<file path="src/rtl/alarm_pkg.sv">
// Shared types and constants for the alarm controller: FSM states and counter widths.
package alarm_pkg;

  typedef enum logic [1:0] {
    IDLE    = 2'd0,
    RINGING = 2'd1,
    SNOOZE  = 2'd2
  } alarm_state_e;

  localparam int unsigned SECS_PER_MIN = 60;
  localparam int unsigned RING_CNT_W   = 8;
  localparam int unsigned SNZ_CNT_W    = 12;

endpackage

</file>
<file path="src/rtl/alarm_controller_match.sv">
// Time/alarm comparator with a registered copy of the match so only its rising edge triggers.
module alarm_controller_match
  import alarm_pkg::*;
(
  input  logic       clk,
  input  logic       reset_n,
  input  logic [3:0] cur_hours_i,
  input  logic [5:0] cur_mins_i,
  input  logic       cur_am_pm_i,
  input  logic [3:0] alm_hours_i,
  input  logic [5:0] alm_mins_i,
  input  logic       alm_am_pm_i,
  input  logic       alarm_en_i,
  output logic       trigger_o
);

  logic match;
  logic match_q;

  assign match = alarm_en_i
               && (cur_hours_i == alm_hours_i)
               && (cur_mins_i  == alm_mins_i)
               && (cur_am_pm_i == alm_am_pm_i);

  // Resets high so a match already present when reset is released does not ring.
  always_ff @(posedge clk or negedge reset_n) begin
    if (!reset_n) begin
      match_q <= 1'b1;
    end else begin
      match_q <= match;
    end
  end

  assign trigger_o = match && !match_q;

endmodule

</file>
<file path="src/rtl/alarm_controller.sv">
// Alarm ring/snooze/stop state machine with ring timeout, snooze countdown and 1 s buzzer cadence.
module alarm_controller
  import alarm_pkg::*;
#(
  parameter int unsigned SNOOZE_MINS       = 5,
  parameter int unsigned RING_TIMEOUT_SECS = 60
) (
  input  logic       clk,
  input  logic       reset_n,
  input  logic       sec_tick,
  input  logic [3:0] cur_hours,
  input  logic [5:0] cur_mins,
  input  logic       cur_am_pm,
  input  logic [3:0] alm_hours,
  input  logic [5:0] alm_mins,
  input  logic       alm_am_pm,
  input  logic       alarm_en,
  input  logic       snooze,
  input  logic       stop,
  output logic       ring,
  output logic       buzz,
  output logic       snoozing
);

  localparam logic [RING_CNT_W-1:0] RING_LAST = RING_CNT_W'(RING_TIMEOUT_SECS - 1);
  localparam logic [SNZ_CNT_W-1:0]  SNZ_LOAD  = SNZ_CNT_W'(SNOOZE_MINS * SECS_PER_MIN);

  alarm_state_e          state_q, state_d;
  logic [RING_CNT_W-1:0] ring_cnt_q, ring_cnt_d;
  logic [SNZ_CNT_W-1:0]  snz_cnt_q, snz_cnt_d;
  logic                  phase_q, phase_d;
  logic                  trigger;

  alarm_controller_match u_match (
    .clk         (clk),
    .reset_n     (reset_n),
    .cur_hours_i (cur_hours),
    .cur_mins_i  (cur_mins),
    .cur_am_pm_i (cur_am_pm),
    .alm_hours_i (alm_hours),
    .alm_mins_i  (alm_mins),
    .alm_am_pm_i (alm_am_pm),
    .alarm_en_i  (alarm_en),
    .trigger_o   (trigger)
  );

  always_ff @(posedge clk or negedge reset_n) begin
    if (!reset_n) begin
      state_q    <= IDLE;
      ring_cnt_q <= '0;
      snz_cnt_q  <= '0;
      phase_q    <= 1'b0;
    end else begin
      state_q    <= state_d;
      ring_cnt_q <= ring_cnt_d;
      snz_cnt_q  <= snz_cnt_d;
      phase_q    <= phase_d;
    end
  end

  // Key presses outrank the tick, so a coincident tick is simply not counted.
  always_comb begin
    state_d    = state_q;
    ring_cnt_d = ring_cnt_q;
    snz_cnt_d  = snz_cnt_q;
    phase_d    = phase_q;
    if (!alarm_en) begin
      state_d    = IDLE;
      ring_cnt_d = '0;
      snz_cnt_d  = '0;
      phase_d    = 1'b0;
    end else begin
      unique case (state_q)
        IDLE: begin
          ring_cnt_d = '0;
          snz_cnt_d  = '0;
          phase_d    = 1'b0;
          if (trigger) begin
            state_d = RINGING;
            phase_d = 1'b1;
          end
        end
        RINGING: begin
          if (stop) begin
            state_d    = IDLE;
            ring_cnt_d = '0;
            phase_d    = 1'b0;
          end else if (snooze) begin
            state_d    = SNOOZE;
            snz_cnt_d  = SNZ_LOAD;
            ring_cnt_d = '0;
          end else if (sec_tick) begin
            if (ring_cnt_q == RING_LAST) begin
              state_d    = IDLE;
              ring_cnt_d = '0;
              phase_d    = 1'b0;
            end else begin
              ring_cnt_d = ring_cnt_q + 1'b1;
              phase_d    = !phase_q;
            end
          end
        end
        SNOOZE: begin
          if (stop) begin
            state_d   = IDLE;
            snz_cnt_d = '0;
            phase_d   = 1'b0;
          end else if (sec_tick) begin
            if (snz_cnt_q == SNZ_CNT_W'(1)) begin
              state_d    = RINGING;
              snz_cnt_d  = '0;
              ring_cnt_d = '0;
              phase_d    = 1'b1;
            end else begin
              snz_cnt_d = snz_cnt_q - 1'b1;
            end
          end
        end
        default: begin
          state_d    = IDLE;
          ring_cnt_d = '0;
          snz_cnt_d  = '0;
          phase_d    = 1'b0;
        end
      endcase
    end
  end

  assign ring     = (state_q == RINGING);
  assign buzz     = ring && phase_q;
  assign snoozing = (state_q == SNOOZE);

endmodule

</file>
<file path="config.mk">
export PLATFORM = sky130hd
export DESIGN_NAME = alarm_controller
export DESIGN_NICKNAME = d
export VERILOG_FILES = /design/src/rtl/alarm_pkg.sv /design/src/rtl/alarm_controller_match.sv /design/src/rtl/alarm_controller.sv
export SDC_FILE = /design/constraint.sdc
export NUM_CORES = 1
export LEC_CHECK = 0
export CORE_ASPECT_RATIO = 0.7
export CORE_MARGIN = 8
export CORE_UTILIZATION = 45
export DETAILED_ROUTE_END_ITERATION = 12
export GPL_TIMING_DRIVEN = 0
export PLACE_DENSITY = 0.7
export SLEW_MARGIN = 20
export SYNTH_ARGS = -nofsm -noshare
export SYNTH_HDL_FRONTEND = slang
export SYNTH_SLANG_ARGS = --single-unit
</file>
<file path="constraint.sdc">
create_clock -name clk -period 2.7 [get_ports clk]
set_clock_uncertainty 0.2 [all_clocks]
set_input_delay 0.81 -clock clk [delete_from_list [all_inputs] [get_ports clk]]
set_output_delay 0.81 -clock clk [all_outputs]
set_load 0.05 [all_outputs]
</file>
==> run_results.csv, run 1 <==
group,metric,value,unit
run_status,status,"complete, no violations",
cts,cts_tree,"done",
grt,grt_max_degree,25,
drt,drc,0,
grt,antenna_found_initial,0,
die,die_y,66.90,µm
synth,yosys-top-cells-area,"dfrtp_1 35%, xnor2_1 6.3%, ha_1 5.3%, o21ai_0 4.8%, nor2_1 4.5%",
sta,relSlewSlack,0.6354,
drt,vias,1520,
cts,cts-root-buf,"clkbuf_8",
synth,synth_compound_area_frac,0.2539,
layout,drive_above_1_share,0.1116,
layout,layout_common_cells,"23 x clkdlybuf4s50_1, 23 x dfrtp_1, 20 x nor2_1",
synth,synth_edf_count,0,
sta,setup-violations-final,0,
setup_path,setup.worst_path.start,"snooze",
die,initial_core_util,0.4710,
sta,fin_setup_tns,0,ps
setup_path,crit_path_end_kind,"register",
grt,grt_overflow,0,
power,irDropWorstVdd,0.2690,mV
min_path,hp-class,"in -> async",
synth,ys_seq_area_frac,0.3614,
layout,synthToLayoutAreaGrowth,24.42,%
power,power.density,423.4,nW/µm²
power,power.total,0.0008773,W
drt,vias_per_cell,5.736,
cts,cts_hold_buf,0,
placement,dpl.hpwl,3.257,mm
synth,synthCells,183,
setup_path,rr_startpoint,"snz_cnt_q[1]$_DFFE_PN0P_",
synth,synthArstFlopShare,1.000,
sta,drv_slew,0,
setup_path,worstSetupPathType,"in -> reg",
synth,synth_xor_area_frac,0.08941,
setup_path,path_max_fanout,8,
drt,drtAntennaViolNets,0,
setup_path,arrival,2570,ps
synth,synthSimpleGateAreaFrac,0.2074,
die,die_w,88.71,µm
die,die_area,5934,µm²
cts,cts-htree-levels,1,
setup_path,cp.required,2660,ps
sta,finalCritPeriodShare,0.9684,
grt,grt_pass1_wl,7.155,mm
setup_path,start_kind,"primary input",
drt,wl_per_cell,16.08,µm
cts,worstSkewPairLatency,270,ps
layout,final-instance-count-excl-fill,265,
synth,avgSynthCellArea,9.100,µm²
placement,post-place-cells,261,
synth,synthFlopType,"dfrtp_1",
placement,portBuffers,28,
synth,ys_ff_latch,24,
layout,finish.utilization,0.5860,
layout,fill_cells,314,
sta,fmax,382.4,MHz
cts,postCtsSetupBuffers,0,
drt,drtPass1Iterations,4,
sta,finalHoldViolCount,0,
synth,yosysTopAreaCellShare,0.3456,
drt,routed_wl,4.261,mm
cts,cts.sinks,24,
grt,grt_pass1_vias,1494,
synth,synth_fa_ha_area_frac,0.05259,
placement,gp_congestion,0.8664,
sta,grt_setup_unrepaired,"false",
cts,path_clk_slew,80,ps
sta,layout_min_cycle_time,2615,ps
layout,n_antenna_cell,0,
synth,yosys_warnings,0,
setup_path,r2r_slack,330,ps
power,p_leak,0.8576,nW
synth,syn-cell-area,1665,µm²
synth,ys_types,52,
layout,final_nets,251,
sta,worst_slew_pin_slew,545.7,ps
cts,cts_made_buffers,3,
die,num_io_pins,31,
die,rows,18,
cts,cts.path.max_buffers,2,
drt,drt_iter0_drc,79,
die,coreArea,3536,µm²
synth,synthMuxAreaShare,0,
synth,yosys.area.top_type,"dfrtp_1",
job,drv_cap,0,
synth,synth_top_family_by_area,"compound AO/OA/AOI/OAI gates",
synth,syn_nets,218,
grt,track_usage,0.1546,
[cell usage after synthesis (2+ instances only)]
master     count
inv_1          9
nor3_1         3
ha_1           7
xor2_1         5
o21ai_0       16
nand4_1        3
o2111ai_1      2
and2_1         2
o22ai_1        4
a31oi_1        5
clkbuf_1       3
o41ai_1        4
buf_2          2
dfrtp_1       23
nand3_1        7
nor2_1        20
a2bb2oi_1      2
a21oi_1        2
o31ai_1        6
o211ai_1       2
nand2_1       10
nor4_1         2
nand2b_1       3
nor2b_1        2
xnor2_1       12
[repair_timing]
item | 4_1_cts | 5_1_grt
resized for setup | 12 | 8
endpoints found under the setup margin | 24 | 3
cloned | 0 | 0
[metal layers]
metal / vias up / share of wire / track usage / wire [µm]
li1: 744 / - / - / -
met1: 713 / 0.47 / 0.1973 / 2006
met2: 54 / 0.44 / 0.2488 / 1893
met3: 9 / 0.070 / 0.04054 / 300
met4: 0 / 0.014 / 0.04612 / 61
met5: - / 0 / 0 / 0
[cell families (layout without fill, tap and decap cells)]
group / count (synthesis) / in the layout
adders and majority gates: 7 / 7
xor gates and xnor gates: 17 / 17
buffers and inverters: 15 / 47
DFF: 24 / 24
and+or+nand+nor: 63 / 63
AOI/OAI and AO/OA: 57 / 57
[state kept, by name, indices dropped and copies added, names as in the netlist]
register         flops
snz_cnt_q           12
ring_cnt_q           8
state_q              2
phase_q              1
u_match.match_q      1
[layout make-up]
class	count	area, µm²	area share
multi-input cells	144	1023	0.4940
flip-flops and latches	24	601.8	0.2905
repair buffers	28	265.3	0.1280
well taps	50	62.56	0.03019
clock buffers	4	55.05	0.02657
inverters	10	37.54	0.01812
plain buffers	5	26.28	0.01268
[worst paths after layout]
path,to,depth (start not counted)
worst max-delay path,state_q[0]$_DFFE_PN0P_,7
worst min-delay path,snz_cnt_q[0]$_DFFE_PN0P_,1
worst max register to register,snz_cnt_q[5]$_DFFE_PN0P_,6
worst min register to register,ring_cnt_q[1]$_DFFE_PN0P_,2
max in group asynchronous,u_match.match_q$_DFF_PN1_,1
min in group clk,ring_cnt_q[1]$_DFFE_PN0P_,2
[worst max-delay path: stages]
cell             delay, ps
clkdlybuf4s50_1        480
nand4bb_1              230
buf_2                  180
a31o_2                 260
a22oi_1                190
nor3_1                  90
a221o_1                330
[where the power goes]
part / switching (W) / internal, W
Combinational: 0.000137 / 0.000114
Sequential: 0.0000114 / 0.000370
Clock: 0.000114 / 0.000130
Total: 0.000262 / 0.000615
[per-stage QoR]
stage,instance area (µm²),hold WS (ps),setup slack (ps)
2_1_floorplan,1667,249.2,58.15
3_3_place_gp,2009,270.1,-541.9
3_5_place_dp,2009,301.9,-546.3
4_1_cts,2069,313.6,26.36
5_1_grt,2072,337.6,0.1896
6_report,2072,308.5,85.24
No activity file was read; power rests on OpenSTA's default activity.
==> inputs of run 2 (changes only) <==
--- a/config.mk
+++ b/config.mk
@@ -5,13 +5,14 @@
 export SDC_FILE = /design/constraint.sdc
 export NUM_CORES = 1
 export LEC_CHECK = 0
+export CAP_MARGIN = 20
 export CORE_ASPECT_RATIO = 0.7
 export CORE_MARGIN = 8
 export CORE_UTILIZATION = 45
 export DETAILED_ROUTE_END_ITERATION = 12
 export GPL_TIMING_DRIVEN = 0
 export PLACE_DENSITY = 0.7
-export SLEW_MARGIN = 20
+export SLEW_MARGIN = 15
 export SYNTH_ARGS = -nofsm -noshare
 export SYNTH_HDL_FRONTEND = slang
 export SYNTH_SLANG_ARGS = --single-unit
==> results of run 2 <==
No change in the layout: final DEF, timing and power equal those of run 1.
==> inputs of run 3 (changes only) <==
--- a/config.mk
+++ b/config.mk
@@ -8,11 +8,12 @@
 export CAP_MARGIN = 20
 export CORE_ASPECT_RATIO = 0.7
 export CORE_MARGIN = 8
-export CORE_UTILIZATION = 45
+export CORE_UTILIZATION = 50
 export DETAILED_ROUTE_END_ITERATION = 12
 export GPL_TIMING_DRIVEN = 0
-export PLACE_DENSITY = 0.7
+export PLACE_DENSITY = 0.77
 export SLEW_MARGIN = 15
 export SYNTH_ARGS = -nofsm -noshare
 export SYNTH_HDL_FRONTEND = slang
+export SYNTH_HIERARCHICAL = 1
 export SYNTH_SLANG_ARGS = --single-unit
==> constraint.sdc (replaced) <==
create_clock -name clk -period 2.42 [get_ports clk]
set_clock_uncertainty 0.2 [all_clocks]
set_input_delay 0.726 -clock clk [delete_from_list [all_inputs] [get_ports clk]]
set_output_delay 0.726 -clock clk [all_outputs]
set_load 0.05 [all_outputs]
==> run 3 against run 2 <==
Against the previous run: the run now ends with setup timing left; routed wire length increased by 1.1%; count of clock-buffer cells in the layout decreased by 1; sequential cell count unchanged; worst hold slack got worse by 74 ps; die area decreased by 9.6%; synthesized area decreased by 2.3%; sequential share of layout area decreased by 1.8 points; cell count decreased by 4.5%; via count decreased by 2.7%; cell area increased by 6.6%; worst setup slack got worse by 240 ps; largest cell class unchanged; highest routed layer unchanged.
==> run_results.csv, run 3 <==
group,metric,value,unit
run_status,status,"finished, violations left",
run_status,violations,"setup timing",
setup_path,crit_family,"simple AND/OR/NAND/NOR gates",
die,die_w,84.20,µm
cts,worstSkewPairLatency,270,ps
synth,ys_seq_area_frac,0.3697,
layout,final_common_cell,"clkdlybuf4s50_1",
drt,drc,0,
synth,synthFlopType,"dfrtp_1",
layout,final_nets,251,
power,pwr-share-comb,0.424,
synth,synthSimpleGateAreaFrac,0.2921,
die,initial_core_util,0.5206,
cts,cts_made_buffers,3,
placement,post-place-cells,245,
synth,synthCells,177,
synth,ys_types,48,
drt,vias_per_cell,5.846,
synth,syn_nets,212,
cts,cts_hold_buf,0,
sta,worst_slew_pin_slew,869.1,ps
setup_path,rr_startpoint,"snz_cnt_q[1]$_DFFE_PN0P_",
grt,antenna_found_initial,0,
synth,synth_common_cells,"23 x dfrtp_1, 16 x nor2_1, 13 x xnor2_1, 11 x nand2_1, 11 x o21ai_0",
layout,layout_common_cells,"26 x clkdlybuf4s50_1, 23 x dfrtp_1, 14 x nor2_1",
job,drv_cap,0,
drt,wl_per_cell,17.03,µm
die,num_io_pins,31,
sta,fmax,388.8,MHz
sta,fin_setup_tns,-1343,ps
layout,synthToLayoutAreaGrowth,35.74,%
grt,grt_pass1_vias,1510,
synth,synth_top_family_by_area,"simple AND/OR/NAND/NOR gates",
drt,drtPass1Iterations,4,
synth,synth_fa_ha_area_frac,0.05380,
setup_path,path_max_fanout,7,
sta,worst_slack,-152.1,ps
placement,gp_congestion,0.8751,
sta,finalCritPeriodShare,1.063,
setup_path,worstSetupPathType,"in -> reg",
layout,n_antenna_cell,0,
setup_path,arrival,2560,ps
setup_path,cp_slowest_cell,"clkdlybuf4s50_1",
cts,cts.path.max_buffers,2,
synth,synthArstFlopShare,1.000,
synth,synth_xor_area_frac,0.09147,
die,die_y,63.74,µm
layout,finish.utilization,0.7067,
cts,path_clk_slew,80,ps
synth,yosysMostFrequentCell,"dfrtp_1",
cts,cts_tree,"done",
synth,yosys-top-cells-area,"dfrtp_1 35%, xnor2_1 7.0%, ha_1 5.4%, nor2_1 3.7%, o21ai_0 3.4%",
grt,grt_pass1_wl,6.975,mm
synth,avgSynthCellArea,9.197,µm²
synth,yosys.area.top_type,"dfrtp_1",
placement,portBuffers,30,
grt,track_usage,0.1551,
power,p_leak,0.9407,nW
cts,cts-root-buf,"clkbuf_8",
sta,finalHoldViolCount,0,
layout,largest_reg_flops,12,
die,rows,17,
synth,synth_compound_area_frac,0.1499,
synth,yosys_warnings,6,
power,irDropWorstVdd,0.4053,mV
sta,layout_min_cycle_time,2572,ps
cts,cts.sinks,24,
power,p_int,0.0009569,W
placement,dpl.hpwl,3.052,mm
power,power.density,665.7,nW/µm²
setup_path,cp.required,2410,ps
drt,routed_wl,4.308,mm
drt,drtAntennaViolNets,0,
power,p_sw,0.0005140,W
grt,grt_overflow,0,
setup_path,cp_cell_sequence,"clkdlybuf4s50_1, nand4bb_2, o21bai_2, or2_4, o31ai_2",
setup_path,path_buf_inv,1,
sta,setup-violations-final,16,
layout,final-instance-count-excl-fill,253,
synth,ys_ff_latch,24,
die,coreArea,3127,µm²
sta,relSlewSlack,0.4153,
cts,cts-htree-levels,1,
layout,drive_above_1_share,0.1907,
setup_path,r2r_slack,-110,ps
sta,drv_slew,0,
grt,grt_max_degree,25,
setup_path,setup.worst_path.start,"stop",
drt,vias,1479,
power,seqPwrFrac,0.338,
sta,grt_setup_unrepaired,"true",
layout,largest-register,"snz_cnt_q",
power,pwr-share-clk,0.238,
synth,syn-cell-area,1628,µm²
power,swShare,0.3494,
die,die_area,5367,µm²
layout,largest_registers,"snz_cnt_q x12, ring_cnt_q x8, state_q x2",
setup_path,critPathMaxStageDelay,600,ps
synth,synth_edf_count,0,
synth,synthMuxAreaShare,0.01922,
drt,drt_iter0_drc,104,
setup_path,crit_path_end_kind,"register",
min_path,hp-class,"in -> async",
synth,yosysTopAreaCellShare,0.3536,
setup_path,start_kind,"primary input",
[run 3: area by class of cell]
class | instances | area [µm²]
buffer | 3 | 38.79
clock buffer | 3 | 41.29
clock inverter | 1 | 30.03
fill | 240 | 917.1
inverter | 7 | 26.28
multi-input combinational | 143 | 1106
sequential | 24 | 601.8
tap | 38 | 47.55
timing repair buffer | 34 | 317.8
[run 3: kinds of logic after synthesis]
group	count (synthesis)
simple gates	79
flops	24
fa+ha+maj	7
compound gates	37
xor+xnor	17
mux	3
buf+inv	10
[run 3: power by group through the flow]
stage / sequential (W) / combinational (W) / clock, W
finish: 0.000497 / 0.000623 / 0.000351
detailed placement: 0.000496 / 0.000552 / 0
floorplan: 0.000487 / 0.000412 / 0
CTS: 0.000490 / 0.000574 / 0.000360
global route: 0.000503 / 0.000682 / 0.000377
global placement: 0.000492 / 0.000541 / 0
[run 3: per-stage QoR]
| step | total power [W] | worst slack, ps | hold WS, ps | instance area, µm² |
|---|---|---|---|---|
| after floorplan | 0.0008984 | 94.87 | 230.4 | 1633 |
| after global placement | 0.001033 | -567.1 | 257.7 | 1981 |
| after detailed placement | 0.001048 | -564.3 | 266.0 | 1981 |
| after CTS | 0.001424 | -41.61 | 278.2 | 2121 |
| after global routing | 0.001562 | -206.0 | 269.3 | 2210 |
| final | 0.001471 | -152.1 | 234.2 | 2210 |
[run 3: metal layers]
layer / vias to the layer above / global-route usage / part of all wire
li1: 719 / - / -
met1: 732 / 0.1949 / 0.46
met2: 23 / 0.2593 / 0.49
met3: 5 / 0.03797 / 0.038
met4: 0 / 0.04292 / 0.0067
met5: - / 0 / 0
[run 3: worst paths after layout]
path / cells past startpoint / end
max: 5 / ring_cnt_q[5]$_DFFE_PN0P_
min reg2reg: 1 / ring_cnt_q[0]$_DFFE_PN0P_
max in group asynchronous: 1 / u_match/match_q$_DFF_PN1_
max reg2reg: 8 / ring_cnt_q[7]$_DFFE_PN0P_
min in group clk: 1 / ring_cnt_q[0]$_DFFE_PN0P_
min: 1 / state_q[0]$_DFFE_PN0P_
[run 3: what timing repair did]
| action | in CTS | in global routing |
|---|---|---|
| resized for setup | 27 | 22 |
| buffers inserted | 1 | 4 |
| endpoints found under the setup margin | 24 | 20 |
| pin swaps | 3 | 8 |
